## src/rtl/a5_keystream_gen_pkg.sv

```systemverilog
// a5_keystream_gen_pkg
// Shared defaults for the A5/1-style keystream generator: register widths,
// feedback tap masks, clocking-bit indices, run lengths, FSM state encoding
// and the majority helper used for irregular clocking.
package a5_keystream_gen_pkg;

  localparam int             DEF_R1_BITS = 19;
  localparam logic [18:0]    DEF_R1_TAPS = 19'h72000;
  localparam int             DEF_R1_CLK  = 8;
  localparam int             DEF_R2_BITS = 22;
  localparam logic [21:0]    DEF_R2_TAPS = 22'h300000;
  localparam int             DEF_R2_CLK  = 10;
  localparam int             DEF_R3_BITS = 23;
  localparam logic [22:0]    DEF_R3_TAPS = 23'h700080;
  localparam int             DEF_R3_CLK  = 10;

  localparam int DEF_KEY_BITS   = 64;
  localparam int DEF_FRAME_BITS = 22;
  localparam int DEF_WARMUP     = 100;
  localparam int DEF_KS_BITS    = 228;

  typedef enum logic [2:0] {
    ST_IDLE  = 3'd0,
    ST_KEY   = 3'd1,
    ST_FRAME = 3'd2,
    ST_WARM  = 3'd3,
    ST_KS    = 3'd4
  } a5_state_t;

  // Majority of three clocking bits.
  function automatic logic maj3(input logic a, input logic b, input logic c);
    return (a & b) | (a & c) | (b & c);
  endfunction

endpackage

```

## src/rtl/a5_keystream_gen_if.sv

```systemverilog
// a5_keystream_gen_if
// Bundles the control/data inputs and the keystream valid/ready handshake.
//   master : front-end/consumer side (drives start, key, frame, ks_ready[, abort])
//   slave  : generator side (drives busy, ks_bit, ks_valid, done)
// Optional macro A5_ABORT_EN adds the abort signal.
interface a5_keystream_gen_if
  import a5_keystream_gen_pkg::*;
#(
  parameter int KEY_BITS   = DEF_KEY_BITS,
  parameter int FRAME_BITS = DEF_FRAME_BITS
);
  logic                  start;
  logic [KEY_BITS-1:0]   key;
  logic [FRAME_BITS-1:0] frame;
  logic                  busy;
  logic                  ks_bit;
  logic                  ks_valid;
  logic                  ks_ready;
  logic                  done;
`ifdef A5_ABORT_EN
  logic                  abort;

  modport master (output start, key, frame, ks_ready, abort,
                  input  busy, ks_bit, ks_valid, done);
  modport slave  (input  start, key, frame, ks_ready, abort,
                  output busy, ks_bit, ks_valid, done);
`else
  modport master (output start, key, frame, ks_ready,
                  input  busy, ks_bit, ks_valid, done);
  modport slave  (input  start, key, frame, ks_ready,
                  output busy, ks_bit, ks_valid, done);
`endif
endinterface

```

## src/rtl/a5_keystream_gen_lfsr_stage.sv

```systemverilog
// a5_lfsr_stage
// One clock-controlled LFSR stage. Shifts left; the new LSB is the XOR of
// the tapped bits with d.
//   clk, reset : clock, async active-high reset (state zero)
//   load       : synchronous clear of the whole register
//   clk_en     : step this cycle
//   d          : bit mixed into the feedback
//   q          : current MSB (stage output)
//   q_pre      : bit that becomes the MSB if the stage steps
//   clk_bit_o  : clocking bit for majority voting
module a5_lfsr_stage #(
  parameter int              BITS = 19,
  parameter logic [BITS-1:0] TAPS = 19'h72000,
  parameter int              CLK  = 8
) (
  input  logic clk,
  input  logic reset,
  input  logic load,
  input  logic clk_en,
  input  logic d,
  output logic q,
  output logic q_pre,
  output logic clk_bit_o
);
  logic [BITS-1:0] state;
  logic            fb;

  assign fb        = (^(state & TAPS)) ^ d;
  assign q         = state[BITS-1];
  assign q_pre     = state[BITS-2];
  assign clk_bit_o = state[CLK];

  // Register update: clear has priority over stepping.
  always_ff @(posedge clk or posedge reset) begin
    if (reset) begin
      state <= '0;
    end else if (load) begin
      state <= '0;
    end else if (clk_en) begin
      state <= {state[BITS-2:0], fb};
    end else begin
      state <= state;
    end
  end
endmodule

```

## src/rtl/a5_keystream_gen.sv

```systemverilog
// a5_keystream_gen
// A5/1-style keystream generator: three majority-clocked LFSR stages and a
// sequencer (IDLE -> KEY -> FRAME -> WARM -> KS) that emits KS_BITS bits over
// a valid/ready handshake.
//   clk, reset : clock, async active-high reset
//   bus        : a5_keystream_gen_if.slave (start, key, frame, busy,
//                ks_bit, ks_valid, ks_ready, done[, abort])
// Optional macro A5_ABORT_EN: abort input returns to IDLE from any active state.
module a5_keystream_gen
  import a5_keystream_gen_pkg::*;
#(
  parameter int                 R1_BITS    = DEF_R1_BITS,
  parameter logic [R1_BITS-1:0] R1_TAPS    = DEF_R1_TAPS,
  parameter int                 R1_CLK     = DEF_R1_CLK,
  parameter int                 R2_BITS    = DEF_R2_BITS,
  parameter logic [R2_BITS-1:0] R2_TAPS    = DEF_R2_TAPS,
  parameter int                 R2_CLK     = DEF_R2_CLK,
  parameter int                 R3_BITS    = DEF_R3_BITS,
  parameter logic [R3_BITS-1:0] R3_TAPS    = DEF_R3_TAPS,
  parameter int                 R3_CLK     = DEF_R3_CLK,
  parameter int                 KEY_BITS   = DEF_KEY_BITS,
  parameter int                 FRAME_BITS = DEF_FRAME_BITS,
  parameter int                 WARMUP     = DEF_WARMUP,
  parameter int                 KS_BITS    = DEF_KS_BITS
) (
  input logic               clk,
  input logic               reset,
  a5_keystream_gen_if.slave bus
);
  localparam int MAX_A   = (KEY_BITS > FRAME_BITS) ? KEY_BITS : FRAME_BITS;
  localparam int MAX_B   = (WARMUP > KS_BITS) ? WARMUP : KS_BITS;
  localparam int CNT_MAX = (MAX_A > MAX_B) ? MAX_A : MAX_B;
  localparam int CNT_W   = $clog2(CNT_MAX + 1);

  localparam logic [CNT_W-1:0]      CNT_ONE    = CNT_W'(1);
  localparam logic [CNT_W-1:0]      KEY_LAST   = CNT_W'(KEY_BITS - 1);
  localparam logic [CNT_W-1:0]      FRAME_LAST = CNT_W'(FRAME_BITS - 1);
  localparam logic [CNT_W-1:0]      WARM_LAST  = CNT_W'(WARMUP - 1);
  localparam logic [CNT_W-1:0]      KS_LAST    = CNT_W'(KS_BITS - 1);
  localparam logic [KEY_BITS-1:0]   KEY_ONE    = KEY_BITS'(1);
  localparam logic [FRAME_BITS-1:0] FRAME_ONE  = FRAME_BITS'(1);

  a5_state_t        state;
  logic [CNT_W-1:0] cnt;
  logic             busy, ks_bit, ks_valid, done;

  logic       lfsr_load, din, maj, hs, final_hs, abort_hit, ks_next;
  logic [2:0] en, cbit, q, q_pre;

`ifdef A5_ABORT_EN
  assign abort_hit = bus.abort && (state != ST_IDLE);
`else
  assign abort_hit = 1'b0;
`endif

  assign maj      = maj3(cbit[0], cbit[1], cbit[2]);
  assign hs       = ks_valid && bus.ks_ready;
  assign final_hs = hs && (cnt == KS_LAST);
  // Post-step MSB of each stage: the shifted-in bit if it steps, else unchanged.
  assign ks_next  = (en[0] ? q_pre[0] : q[0]) ^ (en[1] ? q_pre[1] : q[1]) ^
                    (en[2] ? q_pre[2] : q[2]);

  // Stage control: clear, step enables and the mixed-in data bit per state.
  always_comb begin
    lfsr_load = 1'b0;
    en        = 3'b000;
    din       = 1'b0;
    if (abort_hit) begin
      lfsr_load = 1'b1;
    end else begin
      case (state)
        ST_IDLE:  lfsr_load = bus.start;
        ST_KEY: begin
          en  = 3'b111;
          din = |(bus.key & (KEY_ONE << cnt));
        end
        ST_FRAME: begin
          en  = 3'b111;
          din = |(bus.frame & (FRAME_ONE << cnt));
        end
        ST_WARM:  en = {cbit[2] == maj, cbit[1] == maj, cbit[0] == maj};
        ST_KS: begin
          if ((!ks_valid || bus.ks_ready) && !final_hs) begin
            en = {cbit[2] == maj, cbit[1] == maj, cbit[0] == maj};
          end else begin
            en = 3'b000;
          end
        end
        default:  lfsr_load = 1'b0;
      endcase
    end
  end

  a5_lfsr_stage #(.BITS(R1_BITS), .TAPS(R1_TAPS), .CLK(R1_CLK)) u_r1 (
    .clk(clk), .reset(reset), .load(lfsr_load), .clk_en(en[0]), .d(din),
    .q(q[0]), .q_pre(q_pre[0]), .clk_bit_o(cbit[0]));
  a5_lfsr_stage #(.BITS(R2_BITS), .TAPS(R2_TAPS), .CLK(R2_CLK)) u_r2 (
    .clk(clk), .reset(reset), .load(lfsr_load), .clk_en(en[1]), .d(din),
    .q(q[1]), .q_pre(q_pre[1]), .clk_bit_o(cbit[1]));
  a5_lfsr_stage #(.BITS(R3_BITS), .TAPS(R3_TAPS), .CLK(R3_CLK)) u_r3 (
    .clk(clk), .reset(reset), .load(lfsr_load), .clk_en(en[2]), .d(din),
    .q(q[2]), .q_pre(q_pre[2]), .clk_bit_o(cbit[2]));

  // Sequencer: state, phase counter and all registered outputs.
  always_ff @(posedge clk or posedge reset) begin
    if (reset) begin
      state    <= ST_IDLE;
      cnt      <= '0;
      busy     <= 1'b0;
      ks_bit   <= 1'b0;
      ks_valid <= 1'b0;
      done     <= 1'b0;
    end else begin
      done <= 1'b0;
      if (abort_hit) begin
        state    <= ST_IDLE;
        cnt      <= '0;
        busy     <= 1'b0;
        ks_valid <= 1'b0;
      end else begin
        case (state)
          ST_IDLE: begin
            if (bus.start) begin
              state <= ST_KEY;
              cnt   <= '0;
              busy  <= 1'b1;
            end
          end
          ST_KEY: begin
            if (cnt == KEY_LAST) begin
              state <= ST_FRAME;
              cnt   <= '0;
            end else begin
              cnt <= cnt + CNT_ONE;
            end
          end
          ST_FRAME: begin
            if (cnt == FRAME_LAST) begin
              state <= ST_WARM;
              cnt   <= '0;
            end else begin
              cnt <= cnt + CNT_ONE;
            end
          end
          ST_WARM: begin
            if (cnt == WARM_LAST) begin
              state <= ST_KS;
              cnt   <= '0;
            end else begin
              cnt <= cnt + CNT_ONE;
            end
          end
          ST_KS: begin
            if (final_hs) begin
              state    <= ST_IDLE;
              cnt      <= '0;
              busy     <= 1'b0;
              ks_valid <= 1'b0;
              done     <= 1'b1;
            end else if (hs) begin
              cnt      <= cnt + CNT_ONE;
              ks_bit   <= ks_next;
              ks_valid <= 1'b1;
            end else if (!ks_valid) begin
              // First bit of the run: nothing to accept yet.
              ks_bit   <= ks_next;
              ks_valid <= 1'b1;
            end
          end
          default: begin
            state <= ST_IDLE;
            cnt   <= '0;
          end
        endcase
      end
    end
  end

  assign bus.busy     = busy;
  assign bus.ks_bit   = ks_bit;
  assign bus.ks_valid = ks_valid;
  assign bus.done     = done;
endmodule

```

## src/flat_wrapper.sv

```systemverilog
// flat-port wrapper written by rule: the top's interface ports become plain ports
module a5_keystream_gen_flat import a5_keystream_gen_pkg::*;
#(
  parameter int                 R1_BITS    = DEF_R1_BITS,
  parameter logic [R1_BITS-1:0] R1_TAPS    = DEF_R1_TAPS,
  parameter int                 R1_CLK     = DEF_R1_CLK,
  parameter int                 R2_BITS    = DEF_R2_BITS,
  parameter logic [R2_BITS-1:0] R2_TAPS    = DEF_R2_TAPS,
  parameter int                 R2_CLK     = DEF_R2_CLK,
  parameter int                 R3_BITS    = DEF_R3_BITS,
  parameter logic [R3_BITS-1:0] R3_TAPS    = DEF_R3_TAPS,
  parameter int                 R3_CLK     = DEF_R3_CLK,
  parameter int                 KEY_BITS   = DEF_KEY_BITS,
  parameter int                 FRAME_BITS = DEF_FRAME_BITS,
  parameter int                 WARMUP     = DEF_WARMUP,
  parameter int                 KS_BITS    = DEF_KS_BITS
)
  (clk, reset, bus_start, bus_key, bus_frame, bus_ks_ready, bus_busy, bus_ks_bit, bus_ks_valid, bus_done);
  a5_keystream_gen_if #(.KEY_BITS(KEY_BITS), .FRAME_BITS(FRAME_BITS)) bus_i ();
  input logic clk;
  input logic reset;
  input wire logic [$bits(bus_i.start)-1:0] bus_start;
  input wire logic [$bits(bus_i.key)-1:0] bus_key;
  input wire logic [$bits(bus_i.frame)-1:0] bus_frame;
  input wire logic [$bits(bus_i.ks_ready)-1:0] bus_ks_ready;
  output wire logic [$bits(bus_i.busy)-1:0] bus_busy;
  output wire logic [$bits(bus_i.ks_bit)-1:0] bus_ks_bit;
  output wire logic [$bits(bus_i.ks_valid)-1:0] bus_ks_valid;
  output wire logic [$bits(bus_i.done)-1:0] bus_done;
  assign bus_i.start = bus_start;
  assign bus_i.key = bus_key;
  assign bus_i.frame = bus_frame;
  assign bus_i.ks_ready = bus_ks_ready;
  assign bus_busy = bus_i.busy;
  assign bus_ks_bit = bus_i.ks_bit;
  assign bus_ks_valid = bus_i.ks_valid;
  assign bus_done = bus_i.done;
  a5_keystream_gen #(.R1_BITS(R1_BITS), .R1_TAPS(R1_TAPS), .R1_CLK(R1_CLK), .R2_BITS(R2_BITS), .R2_TAPS(R2_TAPS), .R2_CLK(R2_CLK), .R3_BITS(R3_BITS), .R3_TAPS(R3_TAPS), .R3_CLK(R3_CLK), .KEY_BITS(KEY_BITS), .FRAME_BITS(FRAME_BITS), .WARMUP(WARMUP), .KS_BITS(KS_BITS)) u_core (.clk(clk), .reset(reset), .bus(bus_i));
endmodule
```

## config.mk

```make
export PLATFORM = sky130hd
export DESIGN_NAME = a5_keystream_gen_flat
export DESIGN_NICKNAME = d
export VERILOG_FILES = /design/src/rtl/a5_keystream_gen_pkg.sv /design/src/rtl/a5_keystream_gen_if.sv /design/src/rtl/a5_keystream_gen_lfsr_stage.sv /design/src/rtl/a5_keystream_gen.sv /design/src/flat_wrapper.sv
export SDC_FILE = /design/constraint.sdc
export NUM_CORES = 1
export LEC_CHECK = 0
export CORE_MARGIN = 2
export CORE_UTILIZATION = 58
export CTS_BUF_LIST = sky130_fd_sc_hd__clkbuf_2
export CTS_CLUSTER_SIZE = 10
export DETAILED_ROUTE_END_ITERATION = 7
export PLACE_DENSITY = 0.88
export RECOVER_POWER = 50
export SLEW_MARGIN = 20
export SYNTH_ARGS = -nofsm -noshare
export SYNTH_HDL_FRONTEND = slang
export SYNTH_HIERARCHICAL = 1
export SYNTH_SLANG_ARGS = --single-unit
```

## constraint.sdc

```tcl
create_clock -name clk -period 7.2 [get_ports clk]
set_input_delay 1.08 -clock clk [delete_from_list [all_inputs] [get_ports clk]]
set_output_delay 1.08 -clock clk [all_outputs]
set_load 0.05 [all_outputs]
```

# --- Word level (Yosys, flattened, before mapping) ---
# Index checks and enable logic that the tools add are counted.
op_classes:
  add_sub_neg: 1
  eq_ne: 18
  shift: 2
  n_mux: 34
  bitwise_logic: 13
  n_reduce_logical: 21
op_table:
  columns: ["operator", "n"]
  rows:
  - ["AND 64 bit", 1]
  - ["OR reduction 64 bit", 1]
  - ["left shift 1 x 8 -> 64 bit, first input constant", 1]
  - ["2-to-1 mux 8 bit", 6]
  - ["2-to-1 mux 23 bit", 2]
  - ["2-to-1 mux 22 bit", 2]
  - ["one-hot mux 8 bit (5 select lines)", 1]
  - ["2-to-1 mux 19 bit", 2]
  - ["parity 23 bit", 1]
  - ["AND 22 bit", 1]
  - ["OR reduction 22 bit", 1]
  - ["parity 22 bit", 1]
  - ["left shift 1 x 8 -> 22 bit, first input constant", 1]
  - ["parity 19 bit", 1]
  - ["2-to-1 mux 3 bit", 6]
  - ["one-hot mux 3 bit (5 select lines)", 1]
  - ["2-to-1 mux 1 bit", 11]
  - ["one-hot mux 3 bit (3 select lines)", 1]
  - ["adder 8 x 1 -> 8 bit, second input constant", 1]
  - ["equality test 8 x 5 -> 1 bit, second input constant", 1]
  - ["equality test 8 x 6 -> 1 bit, second input constant", 1]
  - ["equality test 8 x 7 -> 1 bit, second input constant", 1]
  - ["equality test 8 bit, second input constant", 1]
  - ["inequality test 2 x 1 -> 1 bit, second input constant", 4]
  - ["20 further kinds", 39]
totals:
  reg_bits: 79

# --- Depth between registers and ports, before layout ---
# Gate-level depths: netlist (run 1).
depth:
  depth_word: 11
  mapped_depth: 13
  ltp_nobuf: 10

# --- Cells and area by module ---
# The synthesis (run 1) kept the hierarchy.
by_module_without_submodules:
  columns: ["mod", "n_inst", "cells_per_inst", "area_per_inst_um2", "seq_area_each_um2"]
  rows:
  - ["a5_keystream_gen", 1, 269, 2005.7, 375.4]
  - ["a5_lfsr_stage at u_core.u_r3", 1, 80, 972.2, 575.6]
  - ["a5_lfsr_stage at u_core.u_r2", 1, 73, 918.4, 550.5]
  - ["a5_lfsr_stage at u_core.u_r1", 1, 67, 813.3, 475.5]

# --- Least setup slack after synthesis (run 1) ---
# No wires, ideal clock.
synth_path:
  path_kind: "input -> register"
  from: "in bus_key[40]"
  to: "reg u_core.u_r1.state[0]"
  setup_ps: 126
  t_arrival_ps: 2818
  t_required_ps: 7074
  path_slack_ps: 4256
  cell_stages: 10
  path_cell_list: "nor3b_1 a31oi_1 o31ai_1 o21ai_0 o21ai_0 a2111oi_0 o32ai_1 xnor2_1 nor2_1 a221o_1"
synth_via:
  elab_chain_len: 6
synth_rtl:
  columns: ["element", "line_no", "text"]
  rows:
  - ["from (decl)", "flat_wrapper.sv:23", "input wire logic [$bits(bus_i.key)-1:0] bus_key;"]
  - ["AND 64 bit", "a5_keystream_gen.sv:75", "din = |(bus.key & (KEY_ONE << cnt));"]
  - ["OR reduction 64 bit", "a5_keystream_gen.sv:75", null]
  - ["one-hot mux 1 bit (2 select lines)", "a5_keystream_gen.sv:71", "case (state)"]
  - ["via u_core.din", "a5_keystream_gen.sv:47", "logic lfsr_load, din, maj, hs, final_hs, abort_hit, ks_next;"]
  - ["bitwise XOR 1 bit", "a5_keystream_gen_lfsr_stage.sv:28", "assign fb = (^(state & TAPS)) ^ d;"]
  - ["2-to-1 mux 19 bit", "a5_keystream_gen_lfsr_stage.sv:39", "end else if (clk_en) begin"]
  - ["2-to-1 mux 19 bit", "a5_keystream_gen_lfsr_stage.sv:37", "end else if (load) begin"]
  - ["to (signal assigned)", "a5_keystream_gen_lfsr_stage.sv:40", "state <= {state[BITS-2:0], fb};"]
  - ["to (signal assigned)", "a5_keystream_gen_lfsr_stage.sv:42", "state <= state;"]
  - ["to (decl)", "a5_keystream_gen_lfsr_stage.sv:25", "logic [BITS-1:0] state;"]
# The timed path passes the listed nets, and every way through them passes these cells. The select of a mux whose other input is x is not followed.
# A chain may end at the register's enable or synchronous reset.

# --- Worst setup path after layout (run 1) ---
layout_path:
  from: "reg u_core.cnt[1]"
  to: "reg u_core.u_r3.state[0]"
layout_via:
  elab_chain_len: 7
  word_cells_on_any_way: 17
  classes_between: "eq/ne (1); shift (2); mux (5); bitwise (3); reduce/logical (6)"
layout_rtl:
  columns: ["element", "line_no", "text"]
  rows:
  - ["from (decl)", "a5_keystream_gen.sv:44", "logic [CNT_W-1:0] cnt;"]
  - ["from (signal assigned)", "a5_keystream_gen.sv:134", "cnt <= cnt + CNT_ONE;"]
  - ["from (signal assigned)", "a5_keystream_gen.sv:142", "cnt <= cnt + CNT_ONE;"]
  - ["from (signal assigned)", "a5_keystream_gen.sv:150", "cnt <= cnt + CNT_ONE;"]
  - ["left shift 1 x 8 -> 64 bit / left shift 1 x 8 -> 22 bit (equally long branches)", "a5_keystream_gen.sv:75, a5_keystream_gen.sv:79", null]
  - ["AND 64 bit / AND 22 bit (equally long branches)", "a5_keystream_gen.sv:75, a5_keystream_gen.sv:79", null]
  - ["OR reduction 64 bit / OR reduction 22 bit (equally long branches)", "a5_keystream_gen.sv:75, a5_keystream_gen.sv:79", null]
  - ["one-hot mux 1 bit (2 select lines) (*)", "a5_keystream_gen.sv:71", null]
  - ["via u_core.din", "a5_keystream_gen.sv:47", null]
  - ["bitwise XOR 1 bit (*)", "a5_keystream_gen_lfsr_stage.sv:28", null]
  - ["2-to-1 mux 23 bit (*)", "a5_keystream_gen_lfsr_stage.sv:39", null]
  - ["2-to-1 mux 23 bit (*)", "a5_keystream_gen_lfsr_stage.sv:37", null]
  - ["to (signal assigned)", "a5_keystream_gen_lfsr_stage.sv:40", null]
  - ["to (signal assigned)", "a5_keystream_gen_lfsr_stage.sv:42", null]
  - ["to (decl)", "a5_keystream_gen_lfsr_stage.sv:25", null]
# The timed path passes the listed nets; every way through them passes the cells marked *. The select of a mux whose other input is x is not followed.

==> key figures, run 1 <==
STA
  • Setup TNS: 0 ns
  • Post-layout minimum cycle time: 3.771 ns
  • Max frequency: 265.2 MHz
  • Final worst path period share: 52.38%
  • Unrepaired setup endpoints after global routing: no
  • Worst-Margin Slew: 1.071 ns
  • Final hold vios: 0
  • Final setup viols: 0
  • Clock Skew: 0.01699 ns
  • Slew Viols, Final: 0
  • Slew margin rel.: 28.27%

Placed design
  • Routability cong.: 0.9277
  • Placed cell area: 0.005607 mm^2
  • Placed Instances: 649
  • I/O Buffers: 93
  • HPWL after DPL: 8.105 mm

Synthesis
  • Post-synthesis simple-gate area fraction: 18.46%
  • Post-synth EDFFs: 0
  • Synth Area in XOR/XNOR: 2.391%
  • Mux share of post-synthesis cell area: 17.77%
  • Synth cell types: 60
  • Synth Area in Compound Gates: 13.82%
  • Largest family of logic cells by synthesized area: simple AND/OR/NAND/NOR gates
  • Sequential share of the synthesized area: 41.98%
  • Post-synthesis average cell area: 9.631 um^2
  • Mapped Cells: 489
  • Top FF cell, synth: dfrtp_1
  • Yosys warns: 6
  • Syn Nets: 581
  • Post-Synthesis Cell Area: 0.004710 mm^2
  • Synth Area in Adders: 0.5313%
  • Async SR Flop Fraction: 100.0%
  • Register bit total from synthesis: 79

Drt
  • Routed Wire Length: 11.38 mm
  • 1st-iter DRT viols: 361
  • Vias: 3,987
  • DR vias/cell: 5.995
  • Routed length per instance: 17.12 um
  • DR DRC count: 0
  • First drt pass iteration count: 5
  • Antenna-violating nets left: 0

Min path
  • Hold/Removal Path Class: flip-flop to flip-flop

Pwr
  • P per Cell Area: 390.0 mW/mm^2
  • Leak: 2.675 nW
  • Maximum vdd drop: 0.2340 mV

Clock tree
  • CTS max path bufs: 2
  • TritonCTS clock tree: built
  • Clock-pin slew on the worst setup and hold paths: 0.21 ns
  • Post-CTS Repair Setup Buffers: 0
  • Sink Count: 79
  • Post-CTS Resized: 0
  • Hold Buf Count CTS: 0
  • Root Buffer: clkbuf_2
  • Worst-Skew Late Latency: 0.52 ns
  • Num CTS Buffers: 9
  • H-tree depth: 3

Floorplan
  • # IOs: 94
  • Die area: 0.008857 mm^2
  • Core area: 0.007807 mm^2
  • Number of cell rows: 32
  • Starting Density: 60.32%
  • Die width: 94.11 um
  • Die H: 94.11 um

Critical path
  • Worst Setup End Kind: flip-flop
  • Crit path max fanout: 28
  • Kind of critical path: flip-flop to flip-flop
  • Worst endpoint required time: 7.63 ns
  • Crit path DAT: 4.20 ns
  • Startpoint Class: flip-flop

Run status
  • Outcome: finished clean

Global routing
  • First-pass GRT wire length: 19.15 mm
  • Total GRT Usage: 27.46%
  • Initial antenna violation count: 0
  • Number of global-route vias before repair: 3,929
  • Largest net degree at the start of global routing: 68
  • GRT overflow: 0

Layout
  • Core Util, Final: 73.22%
  • Finished Cell Area: 0.005717 mm^2
  • Area delta synth->final: 21.39%
  • Diode count: 0
  • Final net count: 650
  • Fill count: 567
  • Most frequent cells in the layout: 92 x clkdlybuf4s50_1, 86 x nor2_1, 79 x dfrtp_1, 69 x mux2i_1
  • Commonest non-fill, non-tap cell in the layout: clkdlybuf4s50_1
  • Share of post-route cells with drive strength above 1: 7.105%
  • Post-Layout Cell Count: 665

Job
  • Maxcap violations: 0
==> metal layers <==
metal,vias to the layer above,global-route usage [%],routed length [um]
li1,1905,-,-
met1,1932,38.40,4975
met2,120,42.98,5418
met3,30,5.859,721
met4,0,8.696,267
met5,-,0,0
==> report_power, final <==
| group | internal [mW] | total (mW) | switching (mW) |
|---|---|---|---|
| Sequential | 0.588 | 0.778 | 0.190 |
| Combinational | 0.580 | 1.22 | 0.639 |
| Clock | 0.0805 | 0.232 | 0.152 |
==> registers in the layout (all words and copies together), names as in the netlist <==
name and count:
u_core/u_r3/state 23, u_core/u_r2/state 22, u_core/u_r1/state 19, u_core/cnt 8, u_core/state 3, u_core/bus.busy 1
u_core/bus.done 1, u_core/bus.ks_bit 1, u_core/bus.ks_valid 1
==> logic make-up (layout without fill, tap and decap cells) <==
family                   after synthesis  in the layout
AND/OR/NAND/NOR                      181            181
AO/OA/AOI/OAI                         92             92
XOR/XNOR                               8              8
adder cells (fa/ha/maj)                2              2
flip-flops                            79             79
buffers and inverters                 47            121
multiplexers                          80             80
==> final cells by class <==
type / instances / area [um^2] / area share [%]
clock buffer: 10 / 50.05 / 0.8755
timing repair buffer: 96 / 953.4 / 16.68
multi-input combinational: 363 / 2515 / 43.99
clock inverter: 6 / 60.06 / 1.051
inverter: 9 / 33.78 / 0.5909
sequential: 79 / 1977 / 34.58
tap: 102 / 127.6 / 2.232
==> critical path, stage by stage (launching register included) <==
cell and delay [ns]:
dfrtp_1 0.81, nor2_1 0.83, nand3_1 0.19, nand3_1 0.14, a21oi_1 0.04, a31oi_1 0.19, a2111oi_0 0.14, o32ai_1 0.70
xnor2_1 0.22, nor2_1 0.07, a221o_1 0.34
==> path summary, 6_finish.rpt <==
kind                            cells past startpoint                     to                  start  slack (ns)
worst max register to register                     10   u_core/u_r3/state[0]          u_core/cnt[1]        3.43
worst max-delay path                               10   u_core/u_r3/state[0]          u_core/cnt[1]        3.43
worst min register to register                      2  u_core/u_r3/state[19]  u_core/u_r3/state[18]        0.53
max in group asynchronous                           2   u_core/u_r3/state[2]                  reset        5.42
worst min-delay path                                2  u_core/u_r3/state[19]  u_core/u_r3/state[18]        0.53
min in group asynchronous                           2          u_core/cnt[2]                  reset        1.13
==> cells in the mapped netlist, types with 6 or more instances <==
cell	number	area [um^2]
inv_1	9	33.78
a22oi_1	6	45.04
nor2b_1	9	56.30
nand2b_1	11	68.82
mux2_2	9	101.4
o31ai_1	7	52.55
a21oi_1	17	85.08
buf_2	13	65.06
buf_4	6	45.04
nor3_1	6	30.03
nor2_1	86	322.8
nand2_1	20	75.07
nand4_1	7	43.79
clkbuf_1	15	56.30
dfrtp_1	79	1977
mux2i_1	69	690.7
o21ai_0	22	110.1
nand3_1	18	90.09
==> metrics by stage <==
| step | hold slack (ns) | power, mW | setup WS [ns] |
|---|---|---|---|
| CTS | 0.5406 | 2.225 | 3.460 |
| floorplan | 0.4788 | 1.783 | 4.256 |
| global placement | 0.4986 | 1.937 | 3.319 |
| finish | 0.5333 | 2.229 | 3.429 |
| global route | 0.5708 | 2.398 | 3.007 |
| detailed placement | 0.5033 | 1.993 | 3.325 |
No activity file was read; power rests on OpenSTA's default activity.
==> run 2, diff against run 1 <==
- CORE_UTILIZATION: 58 -> 54
- PLACE_DENSITY: 0.88 -> 0.83
- clock period: 7.2 -> 3.85 ns (I/O delays scaled with it)
==> key figures, run 2 (synthesized netlist as in run 1, its figures left out) <==
Run status
  • Outcome: finished clean

Pwr
  • P per Cell Area: 717.5 mW/mm^2 (+84%)
  • Maximum vdd drop: 0.4918 mV (+110%)
  • Leak: 2.713 nW (+1.4%)

Global routing
  • Number of global-route vias before repair: 3,901 (-0.71%)
  • Met3 Resource Use GR: 4.604% (-1.3 points)
  • GRT overflow: 0 (unchanged)
  • Met1 usage: 33.57% (-4.8 points)
  • Initial antenna violation count: 0 (unchanged)
  • First-pass GRT wire length: 19.08 mm (-0.40%)
  • Total GRT Usage: 24.44% (-3.0 points)
  • Global route hottest layer: met2
  • Global-route track usage on met2: 39.31% (-3.7 points)
  • Largest net degree at the start of global routing: 34 (-50%)

Layout
  • Final net count: 659 (+1.4%)
  • Share of post-route cells with drive strength above 1: 8.581% (+1.5 points)
  • Diode count: 0 (unchanged)
  • Area delta synth->final: 22.16%
  • Max reg flops: 23 (unchanged)
  • Commonest non-fill, non-tap cell in the layout: clkdlybuf4s50_1
  • Most frequent cells in the layout: 92 x clkdlybuf4s50_1, 86 x nor2_1, 79 x dfrtp_1, 69 x mux2i_1
  • Regs by FF count: u_core/u_r3/state (23), u_core/u_r2/state (22), u_core/u_r1/state (19)
  • Most flops, register: u_core/u_r3/state

Clock tree
  • H-tree depth: 3 (unchanged)
  • Hold Buf Count CTS: 0 (unchanged)
  • Clock-pin slew on the worst setup and hold paths: 0.20 ns (about the same)
  • Num CTS Buffers: 9 (unchanged)
  • Post-CTS Repair Setup Buffers: 0 (unchanged)
  • Sink Count: 79 (unchanged)
  • Worst-Skew Late Latency: 0.50 ns (-0.02 ns)
  • Root Buffer: clkbuf_2
  • TritonCTS clock tree: built
  • CTS max path bufs: 2 (unchanged)
  • Post-CTS Resized: 0 (unchanged)

Critical path
  • Max incr delay on CP: 0.81 ns (-0.02 ns)
  • Worst Setup End Kind: flip-flop
  • Worst R2R Path Depth: 10 (unchanged)
  • Kind of critical path: flip-flop to flip-flop
  • Flop-to-flop setup slack: 0.47 ns (-2.95 ns)
  • R2R Path End: u_core/u_r3/state[0]
  • CP max-delay cell: dfrtp_1
  • CP top delay family: compound AO/OA/AOI/OAI gates
  • Critical Path Source: u_core/cnt[0]
  • Crit path max fanout: 20 (-29%)
  • Startpoint Class: flip-flop
  • CP cell instances: buf_4, mux4_2, a31oi_1, o21ai_0, a2111oi_0, o32ai_1, buf_4, xnor2_1, nor2_1, a221o_1
  • CP most frequent cell: buf_4
  • Reg2Reg Launch Point: u_core/cnt[0]
  • Crit path DAT: 3.78 ns (-0.42 ns)
  • Worst path buffer plus inverter count: 2 (+2)
  • Worst endpoint required time: 4.25 ns (-3.38 ns)

Floorplan
  • # IOs: 94 (unchanged)
  • Die area: 0.009485 mm^2 (+7.1%)
  • Number of cell rows: 34 (+6.3%)
  • Core area: 0.008593 mm^2 (+10%)
  • Starting Density: 54.80% (-5.5 points)
  • Die width: 97.39 um (+3.5%)
  • Die H: 97.39 um (+3.5%)

Drt
  • Antenna-violating nets left: 0 (unchanged)
  • Routed Wire Length: 11.30 mm (-0.73%)
  • DR DRC count: 0 (unchanged)
  • 1st-iter DRT viols: 380 (+5.3%)
  • Routed length per instance: 16.64 um (-2.8%)
  • Vias: 4,033 (+1.2%)
  • DR vias/cell: 5.940 (-0.93%)
  • First drt pass iteration count: 5 (unchanged)

STA
  • Min Hold Slack: 0.5284 ns (-0.004915 ns)
  • Post-layout minimum cycle time: 3.376 ns (-0.3952 ns)
  • Final hold vios: 0 (unchanged)
  • Clock Skew: 0.02150 ns (+0.004506 ns)
  • Unrepaired setup endpoints after global routing: no
  • Slew margin rel.: 28.36% (+0.093 points)
  • Worst-Margin Slew: 1.070 ns (-0.001381 ns)
  • Slew Viols, Final: 0 (unchanged)
  • Max frequency: 296.2 MHz (+12%)
  • Setup TNS: 0 ns (unchanged)
  • Final worst path period share: 87.69% (+35 points)
  • Final setup viols: 0 (unchanged)

Min path
  • Hold EP: u_core/u_r3/state[10]
  • Hold path cells: 2 (unchanged)
  • Hold/Removal Path Class: flip-flop to flip-flop
  • Hold Path Origin: u_core/u_r3/state[9]

Placed design
  • Routability cong.: 0.9198 (-0.85%)
  • HPWL after DPL: 8.235 mm (+1.6%)
  • I/O Buffers: 93 (unchanged)

Job
  • Maxcap violations: 0 (unchanged)
[run 2: worst max path at each step]
stage	slack, ns	to	depth (start not counted)
floorplan	1.23	u_core/u_r1/state[0]	11
global placement	0.74	u_core/u_r3/state[0]	10
detailed placement	0.61	u_core/u_r3/state[0]	10
CTS	0.59	u_core/u_r3/state[0]	10
global route	0.34	u_core/u_r3/state[0]	11
finish	0.47	u_core/u_r3/state[0]	10
[run 2: cell type report]
type	count	area, um^2
flip-flops and latches	79	1977
multi-input cells	363	2507
well taps	108	135.1
clock buffers	11	55.05
repair buffers	105	1021
fillers	705	2840
inverters	9	33.78
clock inverters	4	23.77
[run 2: per-layer routing]
layer  part of all wire [%]  vias up
li1                       -     1919
met1                     45     1944
met4                    2.3        0
met5                      0        -
met3                    4.6       25
met2                     48      145
[run 2: report_power, final]
part,internal (mW),switching [mW]
combinational,1.12,1.27
sequential,1.10,0.289
clock,0.0852,0.262
total,2.31,1.82
[run 2: worst min-delay path, stage by stage, from the launching register on]
cell	delay (ns)
dfrtp_1	0.38
mux2i_1	0.07
nor2_1	0.08
[run 2: stage by stage]
step           setup slack, ns  total power [mW]  utilization, %  cell area (um^2)  std cells
2_1_floorplan            1.229             3.334               -              4710        489
3_3_place_gp            0.7358             3.682           66.03              5674        664
3_5_place_dp            0.6144             3.763           66.03              5674        664
4_1_cts                 0.5875             4.117           66.95              5753        679
5_1_grt                 0.3439             4.430           66.95              5753        679
6_report                0.4737             4.128           66.95              5753        679
